==> config.mk <==
export PLATFORM = sky130hd
export DESIGN_NAME = int_source_ctrl
export DESIGN_NICKNAME = d
export VERILOG_FILES = /design/src/rtl/int_source_ctrl_pkg.sv /design/src/rtl/int_source_ctrl_btn_debounce.sv /design/src/rtl/int_source_ctrl.sv
export SDC_FILE = /design/constraint.sdc
export NUM_CORES = 1
export LEC_CHECK = 0
export ABC_AREA = 1
export BUFFER_PORTS_ARGS = -buffer_cell sky130_fd_sc_hd__buf_2
export CAP_MARGIN = 20
export CORE_ASPECT_RATIO = 0.6
export CORE_UTILIZATION = 40
export DETAILED_ROUTE_END_ITERATION = 10
export RECOVER_POWER = 50
export SYNTH_ARGS = -nofsm -noshare
export SYNTH_HDL_FRONTEND = slang
export SYNTH_SLANG_ARGS = --single-unit
==> constraint.sdc <==
create_clock -name clk -period 3.1 [get_ports clk]
set_clock_uncertainty 0.15 [all_clocks]
set_input_delay 0.155 -clock clk [delete_from_list [all_inputs] [get_ports clk]]
set_output_delay 0.155 -clock clk [all_outputs]
set_load 0.01 [all_outputs]
==> src/rtl/int_source_ctrl_pkg.sv <==
// int_source_ctrl_pkg: shared constants and FSM encoding for the interrupt source controller
package int_source_ctrl_pkg;
    localparam int N_BTN_DEF = 4;
    localparam int SRC_TMR = N_BTN_DEF;
    localparam int CAUSE_INT_BIT = 31;
    localparam logic [1:0] CFG_ADDR_MASK = 2'd0;
    localparam logic [1:0] CFG_ADDR_PERIOD = 2'd1;
    localparam logic [1:0] CFG_ADDR_PCLR = 2'd2;
    typedef enum logic [1:0] {IDLE, REQ, SERV, GAP} state_t;
endpackage

==> src/rtl/int_source_ctrl_btn_debounce.sv <==
// btn_debounce: synchronizes one raw button and emits a pulse when its debounced level rises
module btn_debounce #(
    parameter int DEB_CYC = 16
) (
    input  logic clk,
    input  logic rst,
    input  logic btn,
    output logic rise
);
    localparam int CW = $clog2(DEB_CYC + 1);
    logic [1:0] sync;
    logic [CW-1:0] cnt;
    logic stable;
    // Two-flop synchronizer, then count how long the synced level disagrees with the accepted level
    always_ff @(posedge clk) begin
        if (!rst) begin
            sync <= '0;
            cnt <= '0;
            stable <= 1'b0;
            rise <= 1'b0;
        end else begin
            sync <= {sync[0], btn};
            rise <= 1'b0;
            if (sync[1] == stable) begin
                cnt <= '0;
            end else if (cnt == CW'(DEB_CYC - 1)) begin
                cnt <= '0;
                stable <= sync[1];
                rise <= sync[1];
            end else begin
                cnt <= cnt + 1'b1;
            end
        end
    end
endmodule

==> src/rtl/int_source_ctrl.sv <==
// int_source_ctrl: debounced buttons plus periodic timer feeding a masked, prioritized CPU interrupt request
module int_source_ctrl
    import int_source_ctrl_pkg::*;
#(
    parameter int N_BTN = N_BTN_DEF,
    parameter int DEB_CYC = 16,
    parameter int TMR_W = 32,
    parameter logic [TMR_W-1:0] TMR_DEFAULT = 32'd50000
) (
    input  logic              clk,
    input  logic              rst,
    input  logic [N_BTN-1:0]  btn,
    input  logic              cfg_we,
    input  logic [1:0]        cfg_addr,
    input  logic [31:0]       cfg_wdata,
    input  logic              int_take,
    input  logic              int_ret,
    output logic              INT,
    output logic [31:0]       cause,
    output logic [N_BTN:0]    pending,
    output logic              in_service
);
    localparam int IW = $clog2(N_BTN + 1);
    logic [N_BTN-1:0] btn_rise;
    logic [N_BTN:0] mask, elig, clr;
    logic [TMR_W-1:0] period, count;
    logic tmr_evt, take;
    logic [IW-1:0] win, sel;
    state_t state;

    for (genvar i = 0; i < N_BTN; i++) begin : g_btn
        btn_debounce #(.DEB_CYC(DEB_CYC)) u_deb (
            .clk(clk),
            .rst(rst),
            .btn(btn[i]),
            .rise(btn_rise[i])
        );
    end

    assign elig = pending & mask;
    assign tmr_evt = (period != '0) && (count == period - 1'b1);
    assign take = (state == REQ) && int_take && elig[sel];

    // Priority pick: timer first, then the lowest-numbered button
    always_comb begin
        win = IW'(0);
        for (int i = N_BTN - 1; i >= 0; i--) if (elig[i]) win = IW'(i);
        if (elig[N_BTN]) win = IW'(SRC_TMR);
        clr = (cfg_we && cfg_addr == CFG_ADDR_PCLR) ? cfg_wdata[N_BTN:0] : '0;
        clr = take ? (clr | ((N_BTN+1)'(1) << sel)) : clr;
    end

    // Config registers and free-running timer; a period write restarts the count
    always_ff @(posedge clk) begin
        if (!rst) begin
            mask <= '1;
            period <= TMR_DEFAULT;
            count <= '0;
        end else begin
            if (cfg_we && cfg_addr == CFG_ADDR_MASK) mask <= cfg_wdata[N_BTN:0];
            if (cfg_we && cfg_addr == CFG_ADDR_PERIOD) period <= cfg_wdata[TMR_W-1:0];
            count <= ((cfg_we && cfg_addr == CFG_ADDR_PERIOD) || period == '0 || tmr_evt) ? '0 : count + 1'b1;
        end
    end

    // Pending bits: new events win over clears arriving in the same cycle
    always_ff @(posedge clk) begin
        if (!rst) pending <= '0;
        else pending <= (pending & ~clr) | {tmr_evt, btn_rise};
    end

    // Request handshake FSM with registered INT, cause and in_service
    always_ff @(posedge clk) begin
        if (!rst) begin
            state <= IDLE;
            INT <= 1'b0;
            cause <= '0;
            in_service <= 1'b0;
            sel <= '0;
        end else begin
            case (state)
                IDLE: if (elig != '0) begin
                    sel <= win;
                    cause <= 32'(win) | (32'd1 << CAUSE_INT_BIT);
                    INT <= 1'b1;
                    state <= REQ;
                end
                REQ: if (!elig[sel]) begin
                    INT <= 1'b0;
                    state <= IDLE;
                end else if (int_take) begin
                    INT <= 1'b0;
                    in_service <= 1'b1;
                    state <= SERV;
                end
                SERV: if (int_ret) begin
                    in_service <= 1'b0;
                    state <= GAP;
                end
                default: state <= IDLE;
            endcase
        end
    end
endmodule
==> results of run 1 <==
[registers in the layout, summed over array words and instances (netlist names)]
| name | cells |
|---|---|
| mask | 5 |
| g_btn.u_deb.rise | 4 |
| state | 2 |
| period | 32 |
| cause | 2 |
| g_btn.u_deb.sync | 8 |
| g_btn.u_deb.cnt | 20 |
| sel | 2 |
| INT | 1 |
| in_service | 1 |
| g_btn.u_deb.stable | 4 |
| count | 32 |
| pending | 5 |
[final timing paths]
| path | start | endpoint | slack, ns |
|---|---|---|---|
| setup / recovery | period[0]$_SDFFE_PN0P_ | count[8]$_SDFF_PP0_ | 0.41 |
| hold / removal | cfg_addr[0] | pending[0]$_SDFF_PN0_ | 0.03 |
| setup reg to reg | period[0]$_SDFFE_PN0P_ | count[8]$_SDFF_PP0_ | 0.41 |
| hold reg to reg | g_btn[2].u_deb.sync[0]$_SDFF_PN0_ | g_btn[2].u_deb.sync[1]$_SDFF_PN0_ | 0.26 |
[layer usage]
layer | vias up | wire [um] | track usage (%)
met5 | - | 0 | 0
met2 | 180 | 6520 | 29.3
met1 | 2609 | 9180 | 32.9
met3 | 14 | 1000 | 4.97
li1 | 3128 | - | -
met4 | 0 | 149 | 4.82
[cell families after synthesis]
| logic type | Yosys count | share of synthesized area (%) |
|---|---|---|
| AOI/OAI and AO/OA | 72 | 5.88 |
| xor gates and xnor gates | 62 | 8.42 |
| adders and majority gates | 10 | 1.94 |
| buffers and inverters | 168 | 12.2 |
| DFF | 118 | 36.6 |
| other | 1 | 0.0581 |
| and+or+nand+nor | 517 | 34.9 |
[cell type report]
class	count	area (um^2)	area share (%)
Inverter	118	443	5.66
Sequential cell	118	2360	30.2
Multi-Input combinational cell	689	3410	43.5
Tap cell	203	254	3.24
Clock buffer	17	425	5.43
Timing Repair Buffer	105	758	9.68
Clock inverter	15	179	2.28
[per-stage QoR]
| stage | utilization (%) | area, um^2 |
|---|---|---|
| after CTS | 50.5 | 7850 |
| after global routing | 50.4 | 7830 |
| after global placement | 43.5 | 6760 |
| final | 50.4 | 7830 |
| after detailed placement | 43.5 | 6760 |
| after floorplan | - | 6550 |
[layout by cell type, fill, tap and decap left out, drive strengths merged, types with 4 or more instances in the layout]
cell         instances
nand2              228
nand3               73
a21oi               28
xnor2               15
o21ai               34
nor2               168
inv                128
dlygate4sd3         48
dfxtp              118
ha                  10
clkbuf              30
xor2                47
buf                 44
nand3b               4
a31oi                5
conb                28
o211ai               4
nor3b                5
nor3                16
nand4               19
[critical path, delay by kind of cell (launching register included)]
kind | cells | cell delay, ns
simple gates | 10 | 1.56
flops | 1 | 0.31
fa+ha+maj | 1 | 0.27
xor+xnor | 1 | 0.14
buf+inv | 1 | 0.12
[power groups by stage]
stage                     Clock (uW)  Sequential (uW)  Combinational (uW)
after CTS                       2080             1590                 338
after global placement             0             1620                 292
final                           2050             1590                 342
after global routing            2150             1590                 387
after detailed placement           0             1620                 291
after floorplan                    0             1610                 238
==> summary.md, run 1 <==
| Metric | Value |
|---|---|
| PD cells | 508 nW/um^2 |
| Initial DRC count | 523 |
| CP endpoint kind | flip-flop |
| Worst IR drop on VDD | 0.362 mV |
| Synthesized area | 6450 um^2 |
| Crit-path max FO | 32 |
| Placer's final routability congestion estimate | 0.912 |
| N_diodes | 0 |
| Grt total ovfl | 0 |
| Pre-CTS setup slack | 0.429 ns |
| Worst min-delay path class | in2reg |
| WL per Instance | 13.3 um |
| Final Net Count | 1102 |
| Comb power frac | 8.6% |
| CTS buffer count | 17 |
| First-pass GRT wire length | 27900 um |
| Worst setup margin | 0.412 ns |
| Crit path max-delay cell type | nand2_4 |
| Min Hold Slack | 0.0288 ns |
| Clk Tree Root Cell | clkbuf_16 |
| I/O Pins | 82 |
| Area delta synth->final | 21.4% |
| Filler cell count | 1547 |
| Core area | 15500 um^2 |
| Height of the die | 100 um |
| Chip width | 166 um |
| Final setup fails | 0 |
| Global Route Usage Sum | 21.3% |
| Pre-antenna DRT Iters | 10 |
| Detail Route Antenna Nets | 0 |
| Vias | 5931 |
| Post-CTS Hold Fix Bufs | 48 |
| Crit path DAT | 2.84 ns |
| Top cell by count, worst path | nand2_1 |
| Drt total wl | 16900 um |
| WP data required | 3.25 ns |
| Post-CTS Setup Inserts | 0 |
| Leakage | 0.00351 uW |
| Internal | 2910 uW |
| Synth cell count leaders | 224 x nand2_1, 145 x nor2_1, 118 x dfxtp_1 |
| Synthesized area per cell | 6.80 um^2 |
| Clock network power share | 51.5% |
| CP Cell Sequence | inv_1 > ha_1 > nand2_2 > nor2_4 > nand2_1 > xor2_1 > nand2_1 > nor2_1 > nand2_1 > nor2_2 > nand3_2 > nand2_4 > nor2_1 |
| Slew headroom | 48.8% |
| Startpoint type of the worst setup path | flip-flop |
| Distinct cell type count of the synthesized netlist | 36 |
| Register area share after synthesis | 36.6% |
| Initial antenna violation count | 0 |
| Overall Power | 3980 uW |
| WHS Path Cells | 5 |
| Switch share | 27.0% |
| R2R cell count | 13 |
| Max_cap viols | 0 |
| Slew Limit Fails | 0 |
| Outcome | complete, but fails checks |
| Cell taking the most area after synthesis | dfxtp_1 |
| P_sw | 1070 uW |
| Synth Warn # | 0 |
| Starting Density | 41.5% |
| CTS tree | yes |
| DRC | 8 |
| Via density | 4.69 |
| FMAX | 372 MHz |
| Vias in the first global route | 5380 |
| Die area | 16700 um^2 |
| Worst-path clk slew | 0.06 ns |
| Cells after Synth | 948 |
| CTS Sinks | 118 |
| Share of the synthesized area in the top cell type | 36.6% |
| Largest cells by area after synthesis | dfxtp_1 37%, nand2_1 13%, nor2_1 8.4%, inv_1 6.8%, xor2_1 6.4% |
| Dpl hpwl | 12200 um |
| Ys async rst share | 0% |
| Final period util | 86.7% |
| DP Cell Count | 1185 |
| Worst-Skew Late Latency | 0.42 ns |
| #FFs+latches synth | 118 |
| Sequential Power Share | 40.0% |
| Rows | 35 |
| Largest net degree at the start of global routing | 50 |
| Crit Path Class | reg2reg |
| Worst-case clock buffer depth | 2 |
| Layout cells sized above 1 | 10.5% |
| Ys flop type | dfxtp_1 |
| PostCTS Resize Cnt | 0 |
| Failing checks | DRC |
| Port buffer count | 53 |
| Period minus WS final | 2.69 ns |
| Tightest Pin Transition | 0.768 ns |
| Most common cell in the netlist | nand2_1 |
| Final Hold Viols | 0 |
| Post-synth EDFFs | 0 |
| Largest stage delay, worst path | 0.35 ns |
| RSZ-0062 raised after global routing | no |
| Layout Cells excl Fill | 1265 |
| H-Tree Depth | 4 |
| Setup tns final | 0 ns |
Note: power is estimated with default switching activity, not from simulation.
==> run 2: changes to the inputs <==
--- a/config.mk
+++ b/config.mk
@@ -6,11 +6,11 @@
 export NUM_CORES = 1
 export LEC_CHECK = 0
 export ABC_AREA = 1
-export BUFFER_PORTS_ARGS = -buffer_cell sky130_fd_sc_hd__buf_2
 export CAP_MARGIN = 20
 export CORE_ASPECT_RATIO = 0.6
 export CORE_UTILIZATION = 40
 export DETAILED_ROUTE_END_ITERATION = 10
+export DONT_BUFFER_PORTS = 1
 export RECOVER_POWER = 50
 export SYNTH_ARGS = -nofsm -noshare
 export SYNTH_HDL_FRONTEND = slang
==> summary.md, run 2 (synthesis results as in run 1) <==
| Metric | Value |
|---|---|
| RSZ-0062 raised after global routing | no |
| Detail Route Antenna Nets | 0 |
| Layout cells sized above 1 | 6.73% |
| Metal-1 WL | 9090 um |
| Placement Cell Area | 6510 um^2 |
| Worst IR drop on VDD | 0.383 mV |
| Largest net degree at the start of global routing | 56 |
| Tightest Pin Transition | 0.933 ns |
| Final setup fails | 0 |
| Vias | 5947 |
| Worst setup margin | 0.298 ns |
| Outcome | complete, but fails checks |
| I/O Pins | 82 |
| PD cells | 517 nW/um^2 |
| Slew Limit Fails | 0 |
| Largest regs | count x32, period x32, g_btn.u_deb.cnt x20 |
| H-Tree Depth | 4 |
| Pre-CTS setup slack | 0.420 ns |
| WP data required | 3.26 ns |
| CTS tree | yes |
| Drt total wl | 17100 um |
| Overall Power | 4010 uW |
| FMAX | 357 MHz |
| Top Layer Used | met4 |
| Worst-case clock buffer depth | 2 |
| CP endpoint kind | flip-flop |
| DRC | 8 |
| Post-CTS Setup Inserts | 0 |
| N_diodes | 0 |
| CTS buffer count | 17 |
| PostCTS Resize Cnt | 0 |
| Core area | 15500 um^2 |
| Height of the die | 100 um |
| Fin area | 7760 um^2 |
| Vias in the first global route | 5300 |
| Area delta synth->final | 20.3% |
| Initial DRC count | 510 |
| Crit path DAT | 2.96 ns |
| Max_cap viols | 0 |
| Filler cell count | 1520 |
| Chip width | 166 um |
| Leakage | 0.00337 uW |
| First-pass GRT wire length | 27400 um |
| Die area | 16700 um^2 |
| Startpoint type of the worst setup path | flip-flop |
| Clk Tree Root Cell | clkbuf_16 |
| CTS Sinks | 118 |
| Dpl hpwl | 12200 um |
| Via density | 4.84 |
| Initial antenna violation count | 1 |
| WL per Instance | 13.9 um |
| Placer's final routability congestion estimate | 0.906 |
| DP Cell Count | 1133 |
| Port buffer count | 0 |
| Crit-path max FO | 8 |
| Period minus WS final | 2.80 ns |
| Post-CTS Hold Fix Bufs | 64 |
| Final period util | 90.4% |
| Met2 routed wirelength | 6590 um |
| Pre-antenna DRT Iters | 10 |
| Global Route Usage Sum | 21.1% |
| Slew headroom | 37.8% |
| Final Hold Viols | 0 |
| Layout Cells excl Fill | 1229 |
| Met3 wire len | 1230 um |
| Commonest non-fill, non-tap cell in the layout | nand2_1 |
| Commonest non-fill, non-tap cells in the layout | 224 x nand2_1, 145 x nor2_1, 118 x dfxtp_1, 117 x inv_1, 71 x nand3_1 |
| Worst-Skew Late Latency | 0.42 ns |
| Crit Path Class | reg2reg |
| Setup tns final | 0 ns |
| Final Net Count | 1066 |
| Rows | 35 |
| Worst min-delay path class | in2reg |
| Grt total ovfl | 0 |
| Failing checks | DRC |
| Starting Density | 41.5% |
| Worst-path clk slew | 0.06 ns |
## run 2: path summary, 6_finish.rpt
check,startpoint,end,slack (ns),cells past startpoint
setup reg to reg,cause[2]$_SDFFE_PN0P_,state[0]$_SDFFE_PN0P_,0.30,12
hold reg to reg,g_btn[3].u_deb.sync[0]$_SDFF_PN0_,g_btn[3].u_deb.sync[1]$_SDFF_PN0_,0.26,2
hold / removal,rst,pending[2]$_SDFF_PN0_,0.07,2
setup / recovery,cause[2]$_SDFFE_PN0P_,state[0]$_SDFFE_PN0P_,0.30,12
## run 2: through the flow
stage | hold WS (ns) | utilization, %
after floorplan | 0.103 | -
after global routing | 0.0658 | 49.9
after detailed placement | 0.0964 | 41.9
after global placement | 0.0940 | 41.9
final | 0.0730 | 49.9
after CTS | 0.0241 | 50.0
## run 2: worst max-delay path: stages (launching register included)
cell and delay, ns:
dfxtp_1 0.52, inv_1 0.07, nor3_1 0.20, nand3_1 0.10, a21oi_1 0.49, nand2_1 0.20
o21ai_0 0.15, nor2_1 0.08, nand2_1 0.06, nand2_1 0.04, dlygate4sd3_1 0.55, nand2_1 0.06
inv_1 0.04
## run 2: layer usage
metal  vias to the layer above  global-route usage, %
met1                      2659                   32.8
li1                       3053                      -
met2                       221                   29.0
met3                        14                   4.10
met4                         0                   5.10
met5                         -                      0
## run 2: cell type report
cell class	count	area [um^2]	share of cell area [%]
clock buffers	17	425	5.48
clock inverters	15	193	2.48
inverters	118	443	5.71
multi-input cells	689	3400	43.9
flip-flops and latches	118	2360	30.4
well taps	203	254	3.27
repair buffers	69	677	8.72
## run 2: power breakdown
group          switching [uW]  leakage (uW)  total, uW  internal [uW]
Combinational             202       0.00212        331            128
Clock                     802      0.000295       2090           1290
Sequential               38.9      0.000958       1590           1550
==> run 3: changes to the inputs <==
--- a/config.mk
+++ b/config.mk
@@ -11,6 +11,7 @@
 export CORE_UTILIZATION = 40
 export DETAILED_ROUTE_END_ITERATION = 10
 export DONT_BUFFER_PORTS = 1
+export PLACE_DENSITY = 0.57
 export RECOVER_POWER = 50
 export SYNTH_ARGS = -nofsm -noshare
 export SYNTH_HDL_FRONTEND = slang
==> summary.md, run 3 (synthesis results as in run 1) <==
| Metric | Value |
|---|---|
| WP data required | 3.27 ns |
| Slew Limit Fails | 0 |
| PostCTS Resize Cnt | 0 |
| Final Net Count | 1064 |
| Filler cell count | 1550 |
| Failing checks | DRC |
| CP endpoint kind | flip-flop |
| Pre-antenna DRT Iters | 8 |
| Worst min-delay path class | in2reg |
| RSZ-0062 raised after global routing | no |
| Layout cells sized above 1 | 6.74% |
| Vias | 5860 |
| H-Tree Depth | 4 |
| CP Cell Sequence | inv_1 > nand3_1 > nand4_1 > a21oi_1 > nand2_1 > o21ai_0 > nor2_1 > nand2_1 > nand2_1 > dlygate4sd3_1 > nand2_1 > inv_1 |
| Initial DRC count | 451 |
| WL per Instance | 14.0 um |
| Layout Cells excl Fill | 1227 |
| I/O Pins | 82 |
| Crit-path max FO | 7 |
| Commonest non-fill, non-tap cell in the layout | nand2_1 |
| Height of the die | 100 um |
| Dpl hpwl | 12300 um |
| DRC | 5 |
| Largest regs | count x32, period x32, g_btn.u_deb.cnt x20 |
| Post-CTS Setup Inserts | 0 |
| Startpoint type of the worst setup path | flip-flop |
| Setup tns final | 0 ns |
| Largest net degree at the start of global routing | 57 |
| Die area | 16700 um^2 |
| Grt total ovfl | 0 |
| Final setup fails | 0 |
| Worst-path clk slew | 0.06 ns |
| Rows | 35 |
| FMAX | 352 MHz |
| Tightest Pin Transition | 0.914 ns |
| Largest stage delay, worst path | 0.55 ns |
| Final period util | 91.6% |
| DP Cell Count | 1131 |
| Starting Density | 41.5% |
| Initial antenna violation count | 0 |
| Worst IR drop on VDD | 0.348 mV |
| Placer's final routability congestion estimate | 0.909 |
| Crit path DAT | 3.00 ns |
| CTS tree | yes |
| Drt total wl | 17200 um |
| Launch point of the worst path | sel[1]$_SDFFE_PN0P_ |
| Cell family with most CP delay | buffers and inverters |
| Post-CTS Hold Fix Bufs | 64 |
| Via density | 4.78 |
| Area delta synth->final | 19.9% |
| Slew headroom | 39.1% |
| Global Route Usage Sum | 21.2% |
| WP buf/inv | 3 |
| Worst-case clock buffer depth | 2 |
| PD cells | 511 nW/um^2 |
| CTS Sinks | 118 |
| Vias in the first global route | 5247 |
| Leakage | 0.00336 uW |
| Clk Tree Root Cell | clkbuf_16 |
| Detail Route Antenna Nets | 0 |
| Crit path max-delay cell type | dlygate4sd3_1 |
| First-pass GRT wire length | 27500 um |
| Top cell by count, worst path | nand2_1 |
| Final Hold Viols | 0 |
| Port buffer count | 0 |
| Fin area | 7730 um^2 |
| CTS buffer count | 17 |
| Crit Path Class | reg2reg |
| Max_cap viols | 0 |
| Worst-Skew Late Latency | 0.42 ns |
| Core area | 15500 um^2 |
| Outcome | complete, but fails checks |
| Reg-to-reg critical path startpoint | sel[1]$_SDFFE_PN0P_ |
| Period minus WS final | 2.84 ns |
| Hold wc startpoint | cfg_we |
| Chip width | 166 um |
| N_diodes | 0 |
| Placement Cell Area | 6490 um^2 |
| Commonest non-fill, non-tap cells in the layout | 224 x nand2_1, 145 x nor2_1, 118 x dfxtp_1, 117 x inv_1, 71 x nand3_1 |
## run 3: metal layers
layer | routed length (um) | GRT usage [%] | vias up
met5 | 0 | 0 | -
met4 | 62 | 4.53 | 0
met3 | 1160 | 4.14 | 6
met2 | 6590 | 29.2 | 199
met1 | 9370 | 33.1 | 2613
li1 | - | - | 3042
## run 3: final timing paths
path	to	slack, ns	cells past startpoint
setup / recovery	state[0]$_SDFFE_PN0P_	0.26	12
hold / removal	pending[4]$_SDFF_PN0_	0.14	5
setup reg to reg	state[0]$_SDFFE_PN0P_	0.26	12
hold reg to reg	g_btn[3].u_deb.sync[1]$_SDFF_PN0_	0.27	2
## run 3: report_power, final
group / switching [uW] / internal, uW / total [uW]
combinational: 202 / 129 / 331
sequential: 38.4 / 1550 / 1590
clock: 803 / 1230 / 2030
## run 3: per-stage QoR
stage                     power, uW  setup slack (ns)  hold WS (ns)  util, %
after floorplan                1850             0.968         0.103        -
after global placement         1870             0.431        0.0948     41.8
after detailed placement       1870             0.365        0.0980     41.8
after CTS                      3980             0.314       0.00791     49.8
after global routing           4100            0.0355         0.169     49.7
final                          3950             0.261         0.137     49.7
## run 3: cell type report
class	instances	area (um^2)	share of cell area, %
clock buffers	18	439	5.68
clock inverters	14	163	2.10
inverters	118	443	5.73
multi-input cells	689	3400	44.0
flip-flops and latches	118	2360	30.6
well taps	203	254	3.28
repair buffers	67	667	8.62
## run 3: worst register-to-register path, stage by stage (launching register included)
cell           delay [ns]
dfxtp_1              0.53
inv_1                0.18
nand3_1              0.12
nand4_1              0.11
a21oi_1              0.47
nand2_1              0.19
o21ai_0              0.17
nor2_1               0.09
nand2_1              0.06
nand2_1              0.04
dlygate4sd3_1        0.55
nand2_1              0.06
inv_1                0.03
